## src/rtl/seq_shift_unit.sv

```systemverilog
// Multi-cycle shifter: SLL/SRL/SRA/ROL by a runtime amount, one bit per clock,
// behind a start/busy/done handshake for a controller FSM.
module seq_shift_unit #(
    parameter int WIDTH   = 8,
    parameter int SHAMT_W = 4
) (
    input  logic               clk,
    input  logic               rst_n,
    input  logic               start,
    input  logic [WIDTH-1:0]   A,
    input  logic [SHAMT_W-1:0] shamt,
    input  logic [1:0]         mode,
    output logic [WIDTH-1:0]   out,
    output logic               cout,
    output logic               busy,
    output logic               done,
    output logic [1:0]         dbg_state
);

    // Handshake: start is sampled only in IDLE; busy is high in SHIFT and DONE;
    // done is a one-cycle pulse during which out/cout hold the final result.
    typedef enum logic [1:0] {
        S_IDLE  = 2'd0,
        S_SHIFT = 2'd1,
        S_DONE  = 2'd2
    } state_t;

    localparam logic [1:0] M_SLL = 2'b00;
    localparam logic [1:0] M_SRL = 2'b01;
    localparam logic [1:0] M_SRA = 2'b10;
    localparam logic [1:0] M_ROL = 2'b11;

    localparam logic [SHAMT_W-1:0] WIDTH_C = SHAMT_W'(WIDTH);

    state_t             state, state_nx;
    logic [SHAMT_W-1:0] count, count_nx;
    logic [SHAMT_W-1:0] n_eff;
    logic [1:0]         mode_r, mode_nx;
    logic [WIDTH-1:0]   out_nx;
    logic               cout_nx;

    // Linear shifts saturate at WIDTH; rotates keep the raw amount and wrap.
    always_comb begin
        n_eff = shamt;
        if (mode != M_ROL && shamt > WIDTH_C) begin
            n_eff = WIDTH_C;
        end
    end

    always_comb begin
        state_nx = state;
        count_nx = count;
        mode_nx  = mode_r;
        out_nx   = out;
        cout_nx  = cout;
        case (state)
            S_IDLE: begin
                if (start) begin
                    out_nx   = A;
                    cout_nx  = 1'b0;
                    count_nx = n_eff;
                    mode_nx  = mode;
                    state_nx = (n_eff == '0) ? S_DONE : S_SHIFT;
                end
            end
            S_SHIFT: begin
                case (mode_r)
                    M_SLL: begin
                        cout_nx = out[WIDTH-1];
                        out_nx  = {out[WIDTH-2:0], 1'b0};
                    end
                    M_SRL: begin
                        cout_nx = out[0];
                        out_nx  = {1'b0, out[WIDTH-1:1]};
                    end
                    M_SRA: begin
                        cout_nx = out[0];
                        out_nx  = {out[WIDTH-1], out[WIDTH-1:1]};
                    end
                    default: begin
                        cout_nx = out[WIDTH-1];
                        out_nx  = {out[WIDTH-2:0], out[WIDTH-1]};
                    end
                endcase
                count_nx = count - 1'b1;
                if (count == SHAMT_W'(1)) begin
                    state_nx = S_DONE;
                end
            end
            S_DONE: begin
                state_nx = S_IDLE;
            end
            default: begin
                state_nx = S_IDLE;
            end
        endcase
    end

    always_ff @(posedge clk or negedge rst_n) begin
        if (!rst_n) begin
            state  <= S_IDLE;
            count  <= '0;
            mode_r <= M_SLL;
            out    <= '0;
            cout   <= 1'b0;
        end else begin
            state  <= state_nx;
            count  <= count_nx;
            mode_r <= mode_nx;
            out    <= out_nx;
            cout   <= cout_nx;
        end
    end

    assign busy      = (state != S_IDLE);
    assign done      = (state == S_DONE);
    assign dbg_state = state;

endmodule

```

## config.mk

```make
export PLATFORM = sky130hd
export DESIGN_NAME = seq_shift_unit
export DESIGN_NICKNAME = d
export VERILOG_FILES = /design/src/rtl/seq_shift_unit.sv
export SDC_FILE = /design/constraint.sdc
export NUM_CORES = 1
export LEC_CHECK = 0
export ABC_AREA = 1
export CAP_MARGIN = 25
export CORE_MARGIN = 4
export CORE_UTILIZATION = 51
export DETAILED_ROUTE_END_ITERATION = 16
export GPL_ROUTABILITY_DRIVEN = 0
export GPL_TIMING_DRIVEN = 0
export HOLD_SLACK_MARGIN = 0.02
export PLACE_DENSITY = 0.83
export SLEW_MARGIN = 20
export SYNTH_ARGS = -nofsm -noshare
export SYNTH_HDL_FRONTEND = slang
export SYNTH_SLANG_ARGS = --single-unit
```

## constraint.sdc

```tcl
create_clock -name clk -period 3.5 [get_ports clk]
set_clock_uncertainty 0.05 [all_clocks]
set_input_delay 0.7 -clock clk [delete_from_list [all_inputs] [get_ports clk]]
set_output_delay 0.7 -clock clk [all_outputs]
set_load 0.01 [all_outputs]
```

==> run metrics, run 1 <==
chip width=55.0 µm; fin. max-slew vios=0; commonest non-fill, non-tap cells in the layout=nand2_1 (59), clkdlybuf4s50_1 (29), nor2_1 (23), nand3_1 (18), dfrtp_1 (17); Cell Rows=16; Least-Margin Pin Slew=0.779 ns; outcome=finished clean; Clock Latency Late Sink=0.29 ns; Bufs on Longest Clock Path=2; initial antenna violation count=0; PostCTS Resize Cnt=0; final setup vio count=0; Peak supply drop=0.605 mV; largest net degree at the start of global routing=18; Worst path slowest cell=clkdlybuf4s50_1; drt pass-1 iters=4; routed via count=1101; syn_area_per_cell=6.97 µm²; synth warn=0; core area=2020 µm²; Fmax achieved=430 MHz; Starting Density=55.8%; relative slew slack=47.9%; vias in the first global route=1085; Leakage=0.000753 µW; WP data arrival=1.58 ns; vias per cell=4.96; total power=1350 µW; DRC=0; Hold Fails Final Rpt=0; first-pass GRT wire length=4.44 mm; # Post-CTS Setup Buffers=0; Yosys reg bits=17; number of instances in the placed design=218; area grow syn2layout=31.0%; post-layout util=73.1%; io pins=30; Iter 0 DRT Violations=13; Final Non-Filler Cells=222; Final period util=66.5%; most common cell after layout, fill and taps aside=nand2_1; Largest stage delay, worst path=0.47 ns; critical path class=flop to output port; CTS Hold Bufs=0; sequential share of the synthesized area=37.7%; area leader, netlist=dfrtp_1; WL final=2.66 mm; Fill cells=153; CTS tree=yes; Net Count, Synth=185; # diodes=0; Sink Count=17; cell breakdown of the critical path=buf_6, nor2_4, inv_1, clkdlybuf4s50_1; nets=219; Setup TNS Final=0 ns; Total GRT Usage=20.1%; Worst-path clk slew=0.10 ns; Critical Path RT=2.75 ns; Die H=55.0 µm; HPWL after detailed placement=2.05 mm; Synth area leaders=dfrtp_1 (38%), nand2_1 (20%), nand3_1 (8.0%); max cap viols=0; share of layout cells above drive strength 1=8.21%; area share of the largest cell type after synthesis=37.7%; Cell variety after synth=21; Routed WL per cell=12.0 µm; unrepaired setup endpoints after global routing=no; Mapped Cells=162; Worst Hold Class=flop to flop; Routed Antenna Nets=0; grt ovf=0; crit start category=flop; I/O Buffers=29; PD cells=912 nW/µm²; Num CTS Buffers=3; crit-path max FO=10; fin crit period=2.33 ns; H-Tree Depth=1; Setup crit end kind=output port; root buf cell=clkbuf_4; Die ar.=3030 µm²; Synth Cell Area=1130 µm²
kinds of logic (layout without fill, tap and decap cells):
logic type	count (synthesis)	after routing	share of synthesized area, %
and+or+nand+nor	106	106	40.6
DFF	17	17	37.7
AOI/OAI and AO/OA	11	11	5.43
buffers and inverters	22	55	9.64
adders and majority gates	6	6	6.65
Yosys cell counts:
cell type / instances
o211ai_1: 1
ha_1: 6
buf_2: 1
inv_2: 2
nand2_4: 2
and3_1: 1
buf_6: 1
nor2_4: 1
o21ai_0: 5
inv_4: 1
dfrtp_1: 17
o21ai_2: 1
o21ai_1: 1
buf_4: 1
a21oi_1: 3
nand3_2: 2
nand3_1: 18
inv_1: 15
buf_8: 1
nand2_1: 59
nor2_1: 23
worst paths after layout:
check                             start        to  slack (ns)  depth (start not counted)
max                        dbg_state[0]      busy        1.17                          4
min                                cout      cout        0.44                          2
max reg2reg                   mode_r[0]    out[2]        1.99                          7
min reg2reg                        cout      cout        0.44                          2
max in group asynchronous         rst_n  count[1]        2.11                          1
min in group asynchronous         rst_n    out[7]        0.81                          1
area by class of cell:
cell class | count | area (µm²) | share of cell area (%)
multi-input combinational | 123 | 594 | 40.2
sequential | 17 | 425 | 28.8
clock buffer | 4 | 26.3 | 1.78
tap | 27 | 33.8 | 2.28
buffer | 4 | 38.8 | 2.62
timing repair buffer | 29 | 290 | 19.6
inverter | 18 | 70.1 | 4.74
routing by layer:
metal  wire length, µm  global-route usage [%]  share of wire [%]  vias to the layer above
li1                  -                       -                  -                      570
met1              1180                    22.3                 44                      512
met2              1350                    38.6                 51                       17
met3               116                    2.68                4.4                        2
met4                10                    6.88               0.38                        0
met5                 0                       0                  0                        -
report_power, final:
part	leakage [µW]	switching, µW	total [µW]	internal, µW
Combinational	0.000530	470	846	376
Sequential	0.000207	100	396	296
Clock	0.0000150	63.4	108	44.3
Total	0.000753	633	1350	716
registers in the layout, indices dropped and copies added (netlist names):
register   count
out            8
count          4
dbg_state      2
mode_r         2
cout           1
metrics by stage:
step / instance area (µm²) / setup WS, ns / hold slack, ns
after CTS: 1480 / 1.16 / 0.448
after floorplan: 1130 / 1.92 / 0.354
after detailed placement: 1450 / 1.49 / 0.423
after global placement: 1450 / 1.50 / 0.422
after global routing: 1480 / 1.12 / 0.476
final: 1480 / 1.17 / 0.440
critical path: cells and delay by family, from the launching register on:
kind | cells | cell delay (ns)
buffers and inverters | 3 | 0.70
DFF | 1 | 0.46
and+or+nand+nor | 1 | 0.14
No activity file was read; power rests on OpenSTA's default activity.
==> inputs of run 2 (changes only) <==
--- a/config.mk
+++ b/config.mk
@@ -8,12 +8,12 @@
 export ABC_AREA = 1
 export CAP_MARGIN = 25
 export CORE_MARGIN = 4
-export CORE_UTILIZATION = 51
+export CORE_UTILIZATION = 43
 export DETAILED_ROUTE_END_ITERATION = 16
 export GPL_ROUTABILITY_DRIVEN = 0
 export GPL_TIMING_DRIVEN = 0
 export HOLD_SLACK_MARGIN = 0.02
-export PLACE_DENSITY = 0.83
+export PLACE_DENSITY = 0.75
 export SLEW_MARGIN = 20
 export SYNTH_ARGS = -nofsm -noshare
 export SYNTH_HDL_FRONTEND = slang
==> constraint.sdc (replaced) <==
create_clock -name clk -period 1.9 [get_ports clk]
set_clock_uncertainty 0.05 [all_clocks]
set_input_delay 0.38 -clock clk [delete_from_list [all_inputs] [get_ports clk]]
set_output_delay 0.38 -clock clk [all_outputs]
set_load 0.01 [all_outputs]
==> run 2 against run 1 <==
Clock power is 84% higher. Power increased by 85%. Worst setup slack lost 1.1 ns. Largest cell class unchanged. Largest power group unchanged.
==> run metrics, run 2 (synthesis results as in run 1) <==
first-pass GRT wire length=4.80 mm (+7.9%); Total GRT Usage=17.8% (-2.3 points); final setup vio count=0 (unchanged); Fill cells=231 (+51%); post-layout util=59.6% (-14 points); Starting Density=45.1% (-11 points); Peak supply drop=0.965 mV (+59%); Sink Count=17 (unchanged); area grow syn2layout=32.0%; grt ovf=0 (unchanged); commonest non-fill, non-tap cells in the layout=nand2_1 (59), clkdlybuf4s50_1 (27), nor2_1 (23), nand3_1 (18), dfrtp_1 (16); Die H=59.2 µm (+7.6%); Iter 0 DRT Violations=40 (+27); drt pass-1 iters=4 (unchanged); crit-path max FO=3 (-7); biggest regs=out x8, count x4; PD cells=1680 nW/µm² (+84%); Final period util=93.9%; root buf cell=clkbuf_4; I/O Buffers=29 (unchanged); max reg flops=8 (unchanged); chip width=59.2 µm (+7.6%); Setup TNS Final=0 ns (unchanged); Routed WL per cell=12.5 µm (+4.6%); routed via count=1119 (+1.6%); met1 Usage GRT=21.3% (-0.98 points); Largest Register=out; CTS tree=yes; GRT busiest layer=met2; DRC=0 (unchanged); H-Tree Depth=1 (unchanged); critical path class=flop to output port; Least-Margin Pin Slew=0.819 ns (+0.0397 ns); Leakage=0.000764 µW (+1.5%); vias in the first global route=1094 (+0.83%); Worst Hold Class=flop to flop; Num CTS Buffers=3 (unchanged); fin crit period=1.78 ns; fin. max-slew vios=0 (unchanged); nets=220 (+0.46%); core area=2500 µm² (+24%); HPWL after detailed placement=2.18 mm (+6.3%); io pins=30 (unchanged); Cell Rows=18 (+2); Fmax achieved=560 MHz; met3 Resource Use GR=3.05% (+0.37 points); Setup crit end kind=output port; WP data arrival=1.35 ns (-0.23 ns); vias per cell=4.95 (-0.16%); relative slew slack=45.3% (-2.7 points); Worst-path clk slew=0.11 ns (about the same); Bufs on Longest Clock Path=2 (unchanged); largest net degree at the start of global routing=18 (unchanged); outcome=finished clean; share of layout cells above drive strength 1=9.69% (+1.5 points); initial antenna violation count=0 (unchanged); Clock Latency Late Sink=0.29 ns (about the same); Die ar.=3510 µm² (+16%); max cap viols=0 (unchanged); # diodes=0 (unchanged); CTS Hold Bufs=0 (unchanged); Hold Fails Final Rpt=0 (unchanged); Routed Antenna Nets=0 (unchanged); unrepaired setup endpoints after global routing=no; WL final=2.83 mm (+6.5%); crit start category=flop; met2 GRT Util=31.5% (-7.1 points); Critical Path RT=1.47 ns (-1.28 ns); most common cell after layout, fill and taps aside=nand2_1
[run 2: power breakdown]
group	internal [µW]	switching, µW	total, µW
Combinational	693	876	1570
Clock	78.1	121	199
Sequential	547	188	734
Total	1320	1180	2500
[run 2: repair_timing]
| action | in CTS | in global routing |
|---|---|---|
| setup endpoints to repair | 2 | 0 |
| gates resized for setup | 3 | 0 |
| buffers inserted | 1 | 0 |
[run 2: layout make-up]
class	count	area [µm²]	area share [%]
multi-input combinational	123	594	39.9
sequential	17	427	28.6
timing repair buffer	30	295	19.8
inverter	18	70.1	4.70
buffer	4	38.8	2.60
tap	30	37.5	2.52
clock buffer	3	22.5	1.51
clock inverter	1	5.00	0.336
[run 2: final timing paths]
| path | startpoint | cells after the start | endpoint | slack (ns) |
|---|---|---|---|---|
| worst max-delay path | dbg_state[0] | 2 | dbg_state[0] | 0.12 |
| worst min-delay path | cout | 2 | cout | 0.47 |
| worst max register to register | mode_r[0] | 7 | out[1] | 0.44 |
| worst min register to register | cout | 2 | cout | 0.47 |
| max in group asynchronous | rst_n | 1 | dbg_state[0] | 0.75 |
| min in group asynchronous | rst_n | 1 | out[5] | 0.50 |
[run 2: metal layers]
layer | up-vias | part of all wire [%]
met2 | 28 | 49
met1 | 513 | 46
met3 | 2 | 5.1
met4 | 0 | 0.35
met5 | - | 0
li1 | 576 | -
[run 2: through the flow]
| step | hold slack [ns] | setup slack (ns) | instances | instance area (µm²) | total power [µW] |
|---|---|---|---|---|---|
| after floorplan | 0.0344 | 0.604 | 162 | 1130 | 1750 |
| after global placement | 0.424 | 0.196 | 221 | 1460 | 2250 |
| after detailed placement | 0.453 | 0.174 | 221 | 1460 | 2310 |
| after CTS | 0.482 | 0.103 | 226 | 1490 | 2520 |
| after global routing | 0.507 | 0.0367 | 226 | 1490 | 2760 |
| final | 0.475 | 0.115 | 226 | 1490 | 2500 |
[run 2: worst max-delay path: stages (launching register included)]
cell,delay [ns]
dfrtp_2,0.39
buf_4,0.14
clkdlybuf4s50_1,0.54
